===== src/rtl/lc3_pkg.sv =====
// lc3_pkg: shared LC3 types and default widths for the pipeline stages.
package lc3_pkg;
  localparam int LC3_ADDR_W = 16;
  localparam int LC3_DATA_W = 16;
  typedef enum logic [1:0] {
    MEM_RD   = 2'd0,
    MEM_IND  = 2'd1,
    MEM_WR   = 2'd2,
    MEM_NONE = 2'd3
  } mem_state_t;
  typedef enum logic [3:0] {
    OP_BR, OP_ADD, OP_LD, OP_ST, OP_JSR, OP_AND, OP_LDR, OP_STR,
    OP_RTI, OP_NOT, OP_LDI, OP_STI, OP_JMP, OP_RES, OP_LEA, OP_TRAP
  } op_t;
endpackage


===== src/rtl/lc3_mem_watchdog.sv =====
// lc3_mem_watchdog: counts stalled request cycles; expired on the LIMIT-th one.
module lc3_mem_watchdog #(
  parameter int LIMIT = 15
) (
  input  logic clk,
  input  logic rst,
  input  logic i_clr,
  input  logic i_en,
  output logic o_expired
);
  localparam int W = $clog2(LIMIT + 1);
  logic [W-1:0] r_cnt;
  always_ff @(posedge clk)
    r_cnt <= (rst || i_clr) ? '0 : i_en ? r_cnt + 1'b1 : r_cnt;
  assign o_expired = i_en && r_cnt == W'(LIMIT - 1);
endmodule


===== src/rtl/lc3_memaccess.sv =====
// lc3_memaccess: LC3 memory-access stage with req/ack data-memory handshake and LDI/STI pointer phases.
// Optional LC3_MEMACCESS_TIMEOUT_EN adds a wait-cycle abort and the sticky mem_err output.
module lc3_memaccess
  import lc3_pkg::*;
#(
  parameter int ADDR_W      = LC3_ADDR_W,
  parameter int DATA_W      = LC3_DATA_W,
  parameter int TIMEOUT_CYC = 15
) (
  input  logic              clk,
  input  logic              rst,
  input  logic              start,
  input  logic [1:0]        mem_state,
  input  logic [ADDR_W-1:0] M_addr,
  input  logic [DATA_W-1:0] M_data,
  input  logic [DATA_W-1:0] DMem_dout,
  input  logic              dmem_ack,
  output logic              dmem_req,
  output logic [ADDR_W-1:0] DMem_addr,
  output logic [DATA_W-1:0] DMem_din,
  output logic              DMem_rd,
  output logic [DATA_W-1:0] memout,
  output logic              complete_data,
  output logic              busy
`ifdef LC3_MEMACCESS_TIMEOUT_EN
  ,
  output logic              mem_err
`endif
);
  typedef enum logic [1:0] {S_IDLE, S_ACCESS, S_IND_WAIT, S_DONE} state_t;
  state_t            r_state, w_next;
  mem_state_t        w_ms;
  logic              r_ind, r_rd, w_to, w_go_idle, w_go_ind;
  logic [ADDR_W-1:0] r_addr;
  logic [DATA_W-1:0] r_din, r_memout, r_ptr;
  if (TIMEOUT_CYC < 1) begin : g_bad_timeout
    $error("TIMEOUT_CYC must be at least 1");
  end
  assign w_ms = mem_state_t'(mem_state);
`ifdef LC3_MEMACCESS_TIMEOUT_EN
  logic r_err;
  lc3_mem_watchdog #(.LIMIT(TIMEOUT_CYC)) u_wdog (
    .clk       (clk),
    .rst       (rst),
    .i_clr     (r_state != S_ACCESS),
    .i_en      (r_state == S_ACCESS && !dmem_ack),
    .o_expired (w_to)
  );
  assign mem_err = r_err;
  always_ff @(posedge clk)
    r_err <= rst ? 1'b0 : (r_err | w_to);
`else
  assign w_to = 1'b0;
`endif
  always_comb begin
    w_next = r_state;
    unique case (r_state)
      S_IDLE:     w_next = (start && w_ms != MEM_NONE) ? S_ACCESS : S_IDLE;
      S_ACCESS:   w_next = (dmem_ack || w_to) ? S_DONE : S_ACCESS;
      S_DONE:     w_next = r_ind ? S_IND_WAIT : S_IDLE;
      S_IND_WAIT: w_next = (w_ms == MEM_RD || w_ms == MEM_WR) ? S_ACCESS : S_IDLE;
    endcase
  end
  assign w_go_idle = r_state == S_IDLE && w_next == S_ACCESS;
  assign w_go_ind  = r_state == S_IND_WAIT && w_next == S_ACCESS;
  always_ff @(posedge clk) begin
    if (rst) begin
      r_state  <= S_IDLE;
      r_ind    <= 1'b0;
      r_rd     <= 1'b1;
      r_addr   <= '0;
      r_din    <= '0;
      r_memout <= '0;
      r_ptr    <= '0;
    end else begin
      r_state <= w_next;
      if (w_go_idle) begin
        r_addr <= M_addr;
        r_din  <= M_data;
        r_rd   <= w_ms != MEM_WR;
        r_ind  <= w_ms == MEM_IND;
      end
      if (w_go_ind) begin
        r_addr <= r_ptr;
        r_din  <= M_data;
        r_rd   <= w_ms == MEM_RD;
      end
      if (r_state == S_ACCESS && dmem_ack) begin
        if (r_ind) r_ptr <= DMem_dout;
        else if (r_rd) r_memout <= DMem_dout;
      end
      // A timed-out read returns zero and abandons any pending indirect phase.
      if (w_to) begin
        r_ind <= 1'b0;
        if (r_rd) r_memout <= '0;
      end
      if (r_state == S_DONE) r_ind <= 1'b0;
    end
  end
  assign dmem_req      = r_state == S_ACCESS;
  assign complete_data = r_state == S_DONE;
  assign busy          = r_state != S_IDLE;
  assign DMem_addr     = r_addr;
  assign DMem_din      = r_din;
  assign DMem_rd       = r_rd;
  assign memout        = r_memout;
endmodule

===== config.mk =====
export PLATFORM = sky130hd
export DESIGN_NAME = lc3_memaccess
export DESIGN_NICKNAME = d
export VERILOG_FILES = /design/src/rtl/lc3_pkg.sv /design/src/rtl/lc3_mem_watchdog.sv /design/src/rtl/lc3_memaccess.sv
export SDC_FILE = /design/constraint.sdc
export NUM_CORES = 1
export LEC_CHECK = 0
export BUFFER_PORTS_ARGS = -buffer_cell sky130_fd_sc_hd__buf_2
export CAP_MARGIN = 10
export CORE_ASPECT_RATIO = 1.1
export CORE_MARGIN = 1.5
export CORE_UTILIZATION = 41
export DETAILED_ROUTE_END_ITERATION = 10
export PLACE_DENSITY = 0.79
export SLEW_MARGIN = 20
export SYNTH_ARGS = -nofsm -noshare
export SYNTH_HDL_FRONTEND = slang
export SYNTH_SLANG_ARGS = --single-unit

===== constraint.sdc =====
create_clock -name clk -period 1.3 [get_ports clk]
set_input_delay 0.26 -clock clk [delete_from_list [all_inputs] [get_ports clk]]
set_output_delay 0.26 -clock clk [all_outputs]
set_load 0.05 [all_outputs]

== Word-level counts from Yosys, hierarchy flattened ==
Cells that the tools add are included.

* Eq/ne operators: 8
* Muxes and demuxes: 11
* Bitwise operators: 1
* Reduce and logical (&&, ||, !) cells: 12

{| class="wikitable"
|+ Operators with widths
! operator !! count
|-
| $mux 16 || 4
|-
| $pmux 2 s4 || 1
|-
| $eq 2x1->1 const B || 3
|-
| $eq 2x2->1 const B || 3
|-
| $logic_and 1x1->1 || 4
|-
| $logic_not 2->1 || 2
|-
| $mux 1 || 4
|-
| $mux 2 || 2
|-
| $ne 2x2->1 const B || 2
|-
| $reduce_bool 2->1 || 2
|-
| $reduce_and 3->1 || 1
|-
| $reduce_and 2->1 || 1
|-
| $reduce_or 2->1 || 1
|-
| $logic_or 1x1->1 || 1
|-
| $not 1->1 || 1
|}

* Register bits after elaboration: 68
* Bits of input ports: 54
* Output and inout bits: 52
* Word-level logic and storage cells: 39

== Depth between registers and ports, before layout ==
Gate-level depths: netlist of the first run.

* Word-level depth: 8
* Depth in mapped cells: 6
* Mapped depth without buffers: 3

== Worst setup path after synthesis of the first run ==
No wires, ideal clock.

* Path type: reg2reg
* Start: register r_rd (netlist: DMem_rd)
* End: register r_memout[10] (netlist: memout[10])
* Arrival time: 1528 ps
* Required time: 1230 ps
* Slack: -298 ps
* Stages on the path, launching flop included: 6
* Clock period less this slack: 1598 ps
* Cells stage by stage: dfxtp_1 > nor2b_1 > buf_1 > clkbuf_1 > nand3_1 > a21oi_1

* Cells in the longest elaborated chain, start to end: 1

{| class="wikitable"
|+ RTL lines
! what !! RTL line !! RTL
|-
| start, declared || lc3_memaccess.sv:33 || <nowiki>logic r_ind, r_rd, w_to, w_go_idle, w_go_ind;</nowiki>
|-
| start signal, assigned || lc3_memaccess.sv:70 || <nowiki>r_rd <= 1'b1;</nowiki>
|-
| start signal, assigned || lc3_memaccess.sv:80 || <nowiki>r_rd <= w_ms != MEM_WR;</nowiki>
|-
| start signal, assigned || lc3_memaccess.sv:86 || <nowiki>r_rd <= w_ms == MEM_RD;</nowiki>
|-
| $reduce_and 3->1 (no source line) || n/a ||
|-
| end signal, assigned || lc3_memaccess.sv:90 || <nowiki>else if (r_rd) r_memout <= DMem_dout;</nowiki>
|-
| end, declared || lc3_memaccess.sv:35 || <nowiki>logic [DATA_W-1:0] r_din, r_memout, r_ptr;</nowiki>
|}

No other way between the ends.
A chain may end at the register's enable or synchronous reset.

== Worst setup path in the final report of the first run ==
* Start: register r_state[1]
* End: register r_addr[4] (netlist: DMem_addr[4])

* Cells in the longest elaborated chain, start to end: 5
* Elaborated cells between the ends (all ways): 10

{| class="wikitable"
|+ RTL lines
! what !! RTL line !! RTL
|-
| start, declared || lc3_memaccess.sv:31 || <nowiki>state_t r_state, w_next;</nowiki>
|-
| start signal, assigned || lc3_memaccess.sv:76 || <nowiki>r_state <= w_next;</nowiki>
|-
| $eq 2x2->1 (tied with other cells) || lc3_memaccess.sv:57, lc3_memaccess.sv:65 ||
|-
| $pmux 2 s4 || lc3_memaccess.sv:57 || <nowiki>unique case (r_state)</nowiki>
|-
| $eq 2x1->1 || lc3_memaccess.sv:64, lc3_memaccess.sv:65 ||
|-
| $logic_and 1x1->1, on equally long branches || lc3_memaccess.sv:65, lc3_memaccess.sv:64 ||
|-
| $mux 16 or $reduce_bool 2->1 (tied branches) || n/a ||
|-
| end signal, assigned || lc3_memaccess.sv:78 || <nowiki>r_addr <= M_addr;</nowiki>
|-
| end signal, assigned || lc3_memaccess.sv:84 || <nowiki>r_addr <= r_ptr;</nowiki>
|-
| end, declared || lc3_memaccess.sv:34 || <nowiki>logic [ADDR_W-1:0] r_addr;</nowiki>
|}

Several ways; a longest one is shown, not always the timed one.

==> flow_summary.ini, run 1 <==
[status]
status = finished, violations left
violations = setup timing

[clocking]
clockRootBuffer = clkbuf_8
path_clk_slew_ns = 0.08
cts_tree = built
clk_latency_ns = 0.34
cts_buffers = 9
htree_levels = 3
cts.path.max_buffers = 2
clkSinkCount = 68

[worst_setup_path]
start_kind = flop
endpoint_kind = flop
crit_type = flop to flop
arrival_ns = 1.76
required_ns = 1.56
critPathMaxFanout = 8

[placement]
dpl.hpwl_um = 5269
post_dp_cell_area_um2 = 3410
dp_slack_ns = -0.07346
port_buffers = 105
placed_cells = 491
place_congestion = 0.7671

[power]
powerDensity_nw_per_um2 = 1254
clkPwrFrac_pct = 31.7
intPower_mw = 3.256
irDropWorstVdd_uv = 699.9
power_switching_mw = 1.636
power_frac_comb_pct = 22.5
p_leak_nw = 1.601
p_seq_share_pct = 45.8
p_total_mw = 4.892
p_sw_share_pct = 33.44

[logic_synthesis]
yosysWarningCount = 0
ys_seq_area_share_pct = 50.37
yosysUniqueCellTypes = 32
syn_area_um2 = 2703
syn_nets = 372
synthCells = 318
synth_seq_cells = 68
syn_area_per_cell_um2 = 8.499

[die]
rows = 30
die_area_um2 = 7088
core_area_um2 = 6269
io_pins = 106
fp.dieH_um = 88.15
die_w_um = 80.41
start_util_pct = 43.11

[global_route]
use_met1_pct = 29.10
grt_max_degree = 68
gr-usage-met2_pct = 37.89
overflow = 0
grt_pass1_wl_um = 12510
use_met3_pct = 4.063
grt_pass1_vias = 2602
grt-busiest-layer = met2
antenna_found_initial = 0
grt_usage_pct = 22.81

[final_layout]
layout-drive-gt1-share_pct = 43.68
syn2layout_area_growth_pct = 44.40
post-route-util_pct = 62.26
fin_nets = 484
final_area_um2 = 3902
stdcell_count = 515
n_fill_cell = 547
diodes = 0

[sta]
fin_ws_ns = -0.1959
period_minus_slack_ns = 1.496
final-setup-viol-count = 51
skew_ns = 0.01125
drv_slew = 0
final_hold_viol_count = 0
rsz0062_at_grt = true
period_share_pct = 115.1
maxSlewHeadroom_pct = 78.78
max_freq_mhz = 668.5
tightest_slew_ns = 0.3184

[routing]
ant_nets = 0
drt_iter0_drc = 195
vias = 2869
wl_um = 8365
drc_errors = 0
wl_per_cell_um = 16.24
viasPerCell = 5.571
dr.pass1.iters = 4

[run]
maxCapViolations = 0

[hold_path]
holdCritPathClass = input pin to flop
## cells by family (layout without fill, tap and decap cells)
group                  after synthesis  after routing  share of synthesized area, %
AOI/OAI and AO/OA                  121            121                         25.05
buffers and inverters               29            146                         5.000
DFF                                 68             68                         50.37
muxes                                1              1                        0.3704
and+or+nand+nor                     99             99                         19.21
## sequential cells by signal (all words and copies together) (netlist names)
signal     count
DMem_addr     16
DMem_din      16
r_ptr         16
r_state        2
memout        16
r_ind          1
DMem_rd        1
## cells in the final DEF (no fill, tap or decap), types with 2 or more instances in the layout
| cell | Yosys | routed |
|---|---|---|
| buf_12 | 0 | 6 |
| a21oi_2 | 0 | 14 |
| a21oi_1 | 49 | 35 |
| clkinv_2 | 0 | 2 |
| nand2b_1 | 18 | 18 |
| nor2_1 | 3 | 3 |
| nor3b_1 | 2 | 2 |
| nand3_1 | 32 | 28 |
| nand3_2 | 0 | 4 |
| buf_6 | 1 | 7 |
| dfxtp_4 | 0 | 3 |
| buf_8 | 0 | 3 |
| clkbuf_8 | 0 | 9 |
| o21ai_1 | 0 | 24 |
| dfxtp_1 | 68 | 65 |
| nor2b_1 | 3 | 2 |
| nand2_1 | 32 | 32 |
| o21ai_0 | 33 | 5 |
| o22ai_1 | 32 | 25 |
| o22ai_2 | 0 | 6 |
| buf_4 | 3 | 11 |
| inv_6 | 0 | 2 |
| clkinvlp_4 | 0 | 2 |
| buf_2 | 6 | 102 |
| o21ai_2 | 1 | 4 |
## stage by stage
stage | hold WS (ns) | setup TNS [ns]
floorplan | 0.3960 | -0.4932
global placement | 0.4459 | -0.4751
detailed placement | 0.4486 | -1.104
CTS | 0.1476 | -5.766
global route | 0.1572 | -7.007
finish | 0.1581 | -5.220
## path summary, 6_finish.rpt
path,startpoint,end,slack (ns),depth (start not counted)
hold / removal,DMem_dout[10],r_ptr[10]$_SDFFE_PP0P_,0.16,3
setup / recovery,r_state[1]$_SDFF_PP0_,DMem_addr[4]$_SDFFE_PP0P_,-0.20,5
hold reg to reg,r_ptr[7]$_SDFFE_PP0P_,r_ptr[7]$_SDFFE_PP0P_,0.46,2
setup reg to reg,r_state[1]$_SDFF_PP0_,DMem_addr[4]$_SDFFE_PP0P_,-0.20,5
## metal layers
layer	part of all wire, %	vias to the layer above
met4	2.1	0
met1	43	1356
met5	0	-
met3	6.6	15
li1	-	1370
met2	49	128
## power groups by stage
stage          sequential (mW)  clock [mW]  combinational (mW)
2_1_floorplan             2.59           0               0.346
3_3_place_gp              2.28           0               0.932
3_5_place_dp              2.28           0               0.946
4_1_cts                   2.23        1.58                1.03
5_1_grt                   2.25        1.68                1.16
6_report                  2.24        1.55                1.10
## critical path, cell delays in order, from the launching register on
cell and delay, ns:
dfxtp_4 0.36, buf_6 0.15, o21a_4 0.22, or3_4 0.36, buf_8 0.16, o22ai_4 0.16
## final cells by class
type	count	area (um2)	area share (%)
timing repair buffer	130	862.1	22.09
multi-input combinational	221	1395	35.75
clock buffer	9	123.9	3.174
sequential	68	1373	35.17
tap	80	100.1	2.565
clock inverter	7	48.80	1.250
## synthesized netlist by cell type
master    number  area [um2]
a21oi_1       49       245.2
and2_1         1       6.260
and3b_1        1       8.760
and4b_1        1       10.01
buf_1          1       3.750
buf_2          6       30.03
buf_4          3       22.52
buf_6          1       11.26
clkbuf_1      18       67.56
dfxtp_1       68        1361
mux2i_1        1       10.01
nand2_1       32       120.1
nand2b_1      18       112.6
nand3_1       32       160.2
nand3b_1       1       7.510
nand4b_1       1       8.760
nor2_1         3       11.26
nor2b_1        3       18.77
nor3b_1        2       15.01
nor3b_4        1       18.77
o211a_1        1       10.01
o21a_1         1       7.510
o21ai_0       33       165.2
o21ai_2        1       8.760
o21ba_2        1       10.01
o21bai_1       1       7.510
o21bai_2       1       11.26
o221a_2        1       11.26
o22ai_1       32       200.2
or2_2          1       6.260
or3_1          1       6.260
or3b_2         1       8.760
## what timing repair did
action                                  in CTS  in global routing
hold buffers                                 0                  0
endpoints found under the setup margin      37                 69
pin swaps                                    2                  5
buffers inserted                             3                  3
endpoints found under the hold margin        0                  0
resized for setup                           34                 53
cloned                                       2                  0
Note: power is estimated with default switching activity, not from simulation.
==> run 2, diff against run 1 <==
--- a/config.mk
+++ b/config.mk
@@ -9,9 +9,9 @@
 export CAP_MARGIN = 10
 export CORE_ASPECT_RATIO = 1.1
 export CORE_MARGIN = 1.5
-export CORE_UTILIZATION = 41
+export CORE_UTILIZATION = 43
 export DETAILED_ROUTE_END_ITERATION = 10
-export PLACE_DENSITY = 0.79
+export PLACE_DENSITY = 0.82
 export SLEW_MARGIN = 20
 export SYNTH_ARGS = -nofsm -noshare
 export SYNTH_HDL_FRONTEND = slang
==> run 2 against run 1 <==
Net effect:
- register-to-register slack got worse by 0.05 ns
- setup slack got worse by 0.046 ns
- non-clock buffer count increased by 2
- sequential share of layout area decreased by 2.3 points
- sequential power about the same
- sequential cell count unchanged
- maximum frequency decreased by 3.0%
- clock skew about the same
- the run still ends with setup timing left
- combinational power increased by 8%
==> flow_summary.ini, run 2 (same netlist as run 1, synthesis figures left out) <==
[worst_setup_path]
start_kind = flop
critPathMaxStageDelay_ns = 0.43
critPathMaxFanout = 8
cpMaxStageDelayCell = or3_4
cp_top_family = simple AND/OR/NAND/NOR gates
crit_type = flop to flop
arrival_ns = 1.81
required_ns = 1.57
endpoint_kind = flop
reg2reg_depth = 5
worstPathBufferInverterCount = 2
worstPathCellList = buf_8 -> o21a_4 -> or3_4 -> clkbuf_16 -> o22ai_1
worst-path-stages = 5

[sta]
final-setup-viol-count = 55
skew_ns = 0.01094
rsz0062_at_grt = true
max_freq_mhz = 648.7
drv_slew = 0
period_share_pct = 118.6
final_hold_viol_count = 0
tightest_slew_ns = 0.3518
fin_ws_ns = -0.2414
maxSlewHeadroom_pct = 76.55
fin_tns_setup_ns = -5.251
period_minus_slack_ns = 1.541

[global_route]
grt_pass1_vias = 2276
grt_usage_pct = 20.58
grt_pass1_wl_um = 11020
antenna_found_initial = 0
overflow = 0
grt_max_degree = 68

[routing]
vias = 2920
wl_per_cell_um = 16.34
wl_um = 8447
drc_errors = 0
viasPerCell = 5.648
drt_iter0_drc = 212
ant_nets = 0
dr.pass1.iters = 5

[clocking]
clkSinkCount = 68
clk_latency_ns = 0.35
clockRootBuffer = clkbuf_8
cts.path.max_buffers = 2
cts_buffers = 9
cts_tree = built
path_clk_slew_ns = 0.08
holdBufCountCts = 0
htree_levels = 3

[die]
core_area_um2 = 6118
start_util_pct = 44.17
fp.dieH_um = 86.15
die_w_um = 78.59
rows = 30
die_area_um2 = 6771
io_pins = 106

[hold_path]
min_path_cells = 3
holdCritPathClass = input pin to flop

[placement]
port_buffers = 105
dp_slack_ns = -0.08517
dpl.hpwl_um = 4866
place_congestion = 0.8027
placed_cells = 490

[final_layout]
stdcell_count = 517
mostFrequentLayoutCell = buf_2
final_cell_mix = buf_2, dfxtp_1, a21oi_1
layout-drive-gt1-share_pct = 49.43
fin_nets = 486
syn2layout_area_growth_pct = 54.49
diodes = 0

[power]
irDropWorstVdd_uv = 740.9
powerDensity_nw_per_um2 = 1322
p_leak_nw = 1.685
p_total_mw = 5.520

[status]
violations = setup timing
status = finished, violations left

[run]
maxCapViolations = 0
run 2: changes by cell type in the layout (fill, tap and decap cells not counted), sizes merged:
cell / before / now
clkbuf: 10 / 16
bufinv: 0 / 2
clkinvlp: 2 / 0
inv: 3 / 1
buf: 129 / 128
clkinv: 2 / 1
run 2: cell type report:
type / instances / area (um2)
Tap cell: 80 / 100.1
Clock inverter: 4 / 77.57
Timing Repair Buffer: 132 / 934.6
Multi-Input combinational cell: 221 / 1524
Sequential cell: 68 / 1373
Clock buffer: 12 / 166.4
Fill cell: 443 / 1943
run 2: what timing repair did:
action	4_1_cts	5_1_grt
setup endpoints to repair	26	69
gates resized for setup	34	92
pin swaps	1	40
buffers inserted	2	7
cloned	0	3
run 2: metrics by stage:
step,hold slack (ns),area [um2],util [%]
3_3_place_gp,0.4445,3402,55.60
2_1_floorplan,0.3960,2741,-
3_5_place_dp,0.4476,3402,55.60
5_1_grt,0.1558,4175,68.24
6_report,0.1609,4175,68.24
4_1_cts,0.1542,3721,60.82
run 2: tightest hold or removal path: stages:
cell	delay, ns
buf_2	0.11
nand2_1	0.05
a21oi_1	0.05
run 2: worst paths after layout:
kind | from | end | slack (ns)
setup / recovery | r_state[1]$_SDFF_PP0_ | DMem_addr[11]$_SDFFE_PP0P_ | -0.24
hold / removal | DMem_dout[9] | r_ptr[9]$_SDFFE_PP0P_ | 0.16
setup reg to reg | r_state[1]$_SDFF_PP0_ | DMem_addr[11]$_SDFFE_PP0P_ | -0.24
hold reg to reg | DMem_din[0]$_SDFFE_PP0P_ | DMem_din[0]$_SDFFE_PP0P_ | 0.46
run 2: per-layer routing:
layer  share of wire, %  GRT usage [%]  vias to the layer above
li1                   -              -                     1379
met1                 42          27.03                     1387
met2                 49          32.99                      131
met3                6.1          4.255                       23
met4                3.1          8.279                        0
met5                  0              0                        -
run 2: report_power, final:
group / total, mW / switching (mW) / internal [mW]
registers: 2.25 / 0.0652 / 2.18
logic: 1.19 / 0.772 / 0.418
clock network: 2.08 / 0.824 / 1.26
total: 5.52 / 1.66 / 3.86
==> run 3, diff against run 2 <==
--- a/config.mk
+++ b/config.mk
@@ -12,6 +12,7 @@
 export CORE_UTILIZATION = 43
 export DETAILED_ROUTE_END_ITERATION = 10
 export PLACE_DENSITY = 0.82
+export SKIP_CTS_REPAIR_TIMING = 1
 export SLEW_MARGIN = 20
 export SYNTH_ARGS = -nofsm -noshare
 export SYNTH_HDL_FRONTEND = slang
==> run 3 against run 2 <==
Net effect:
- the flow still finishes with violations (setup timing)
- hold slack better by 0.0069 ns
- non-clock buffer count is 7 lower
- wire length is 11% lower
- critical path depth stayed put
- clock skew is 0.0022 ns lower
- design area is 7.1% lower
- die area stayed put
- total power is 3.2% lower
- sequential share of layout area is 2.5 points higher
- sequential cell count stayed put
- utilization is 4.9 points lower
- critical endpoint is now DMem_addr[6]$_SDFFE_PP0P_
==> flow_summary.ini, run 3 (same netlist as run 1, synthesis figures left out) <==
[status]
status = finished, violations left
violations = setup timing

[power]
intPower_mw = 3.788
p_sw_share_pct = 29.10
power_frac_comb_pct = 19.7
irDropWorstVdd_uv = 654.3
p_seq_share_pct = 41.9
p_leak_nw = 1.591
power_switching_mw = 1.554
powerDensity_nw_per_um2 = 1378
clkPwrFrac_pct = 38.4
p_total_mw = 5.342

[sta]
final_hold_viol_count = 0
final-setup-viol-count = 58
fin_ws_ns = -0.1764
period_minus_slack_ns = 1.476
whs_ns = 0.1678
rsz0062_at_grt = true
tightest_slew_ns = 0.6924
max_freq_mhz = 677.3
maxSlewHeadroom_pct = 53.84
drv_slew = 0
period_share_pct = 113.6
skew_ns = 0.008691

[global_route]
overflow = 0
grt_pass1_vias = 2267
grt_usage_pct = 20.36
grt_max_degree = 68
antenna_found_initial = 0
grt_pass1_wl_um = 10920

[worst_setup_path]
crit_type = flop to flop
start_kind = flop
cpMaxStageDelayCell = or3_4
critPathMaxStageDelay_ns = 0.42
critPathMaxFanout = 8
arrival_ns = 1.74
rr_endpoint = DMem_addr[6]$_SDFFE_PP0P_
reg2reg_depth = 5
r2r-start = r_state[1]$_SDFF_PP0_
required_ns = 1.56
ff2ff_setup_slack_ns = -0.18
endpoint_kind = flop
critPathMostFrequentCell = buf_6
worstPathCellList = buf_6 -> o21a_4 -> or3_4 -> buf_6 -> o22ai_1

[final_layout]
diodes = 0
syn2layout_area_growth_pct = 43.47
fin_nets = 479
layout-drive-gt1-share_pct = 42.33
final_area_um2 = 3877
mostFrequentLayoutCell = buf_2
final_cell_mix = buf_2, dfxtp_1, a21oi_1
n_fill_cell = 484

[clocking]
clkSinkCount = 68
path_clk_slew_ns = 0.08
clockRootBuffer = clkbuf_8
cts_tree = built
htree_levels = 3
cts_buffers = 9
clk_latency_ns = 0.34
cts.path.max_buffers = 2

[die]
die_w_um = 78.59
die_area_um2 = 6771
rows = 30
fp.dieH_um = 86.15
core_area_um2 = 6118
start_util_pct = 44.17
io_pins = 106

[routing]
vias = 2774
dr.pass1.iters = 4
drt_iter0_drc = 209
wl_um = 7481
viasPerCell = 5.439
drc_errors = 0
wl_per_cell_um = 14.67
ant_nets = 0

[run]
maxCapViolations = 0

[placement]
dpl.hpwl_um = 4866
post_dp_cell_area_um2 = 3402
port_buffers = 105
place_congestion = 0.8027

[hold_path]
min_path_cells = 3
min_to = r_ptr[13]$_SDFFE_PP0P_
worstHoldStart = DMem_dout[13]
holdCritPathClass = input pin to flop
[run 3: cell count changes in the layout (fill, tap and decap cells not counted), moves of 4 or more]
cell and delta:
o21ai_1 +13, o22ai_1 +6, o21ai_4 -4, o22ai_2 -6, o21ai_2 -11, buf_8 -5
[run 3: through the flow]
stage / TNS (ns) / setup slack (ns) / std cells / utilization [%]
floorplan: -0.4932 / -0.05883 / 318 / -
global placement: -0.2384 / -0.02288 / 490 / 55.60
detailed placement: -0.9347 / -0.08517 / 490 / 55.60
CTS: -1.680 / -0.3357 / 506 / 59.59
global route: -8.205 / -0.2063 / 510 / 63.37
finish: -4.360 / -0.1764 / 510 / 63.37
[run 3: worst max path at each step]
stage / cells after the start / startpoint / slack, ns / to
after floorplan: 5 / r_state[1]$_SDFF_PP0_ / -0.06 / DMem_addr[10]$_SDFFE_PP0P_
after global placement: 5 / mem_state[1] / -0.02 / DMem_addr[10]$_SDFFE_PP0P_
after detailed placement: 4 / mem_state[1] / -0.09 / DMem_din[5]$_SDFFE_PP0P_
after CTS: 3 / r_state[1]$_SDFF_PP0_ / -0.34 / busy
after global routing: 5 / r_state[1]$_SDFF_PP0_ / -0.21 / DMem_addr[14]$_SDFFE_PP0P_
final: 5 / r_state[1]$_SDFF_PP0_ / -0.18 / DMem_addr[6]$_SDFFE_PP0P_
[run 3: power groups by stage]
| stage | Clock [mW] | Combinational [mW] | Sequential (mW) |
|---|---|---|---|
| 6_report | 2.05 | 1.05 | 2.24 |
| 5_1_grt | 2.17 | 1.12 | 2.25 |
| 4_1_cts | 2.09 | 0.943 | 2.23 |
| 3_5_place_dp | 0 | 0.940 | 2.28 |
| 3_3_place_gp | 0 | 0.929 | 2.28 |
| 2_1_floorplan | 0 | 0.346 | 2.59 |
[run 3: cell type report]
cell class / instances / area [um2] / share of cell area, %
clock inverters: 4 / 77.57 / 2.001
clock buffers: 12 / 166.4 / 4.292
flip-flops and latches: 68 / 1373 / 35.40
repair buffers: 125 / 788.3 / 20.33
multi-input cells: 221 / 1373 / 35.40
well taps: 80 / 100.1 / 2.581
[run 3: layer usage]
| metal | GRT usage (%) | share of wire [%] | vias up |
|---|---|---|---|
| met2 | 32.29 | 49 | 108 |
| met1 | 26.83 | 43 | 1298 |
| li1 | - | - | 1358 |
| met5 | 0 | 0 | - |
| met3 | 4.362 | 6.4 | 10 |
| met4 | 8.442 | 1.3 | 0 |
[run 3: worst max-delay path: cells and delay by family (launching register included)]
kind                   cells  cell delay [ns]
AO/OA/AOI/OAI              2             0.34
buffers and inverters      2             0.29
flip-flops                 1             0.36
AND/OR/NAND/NOR            1             0.42
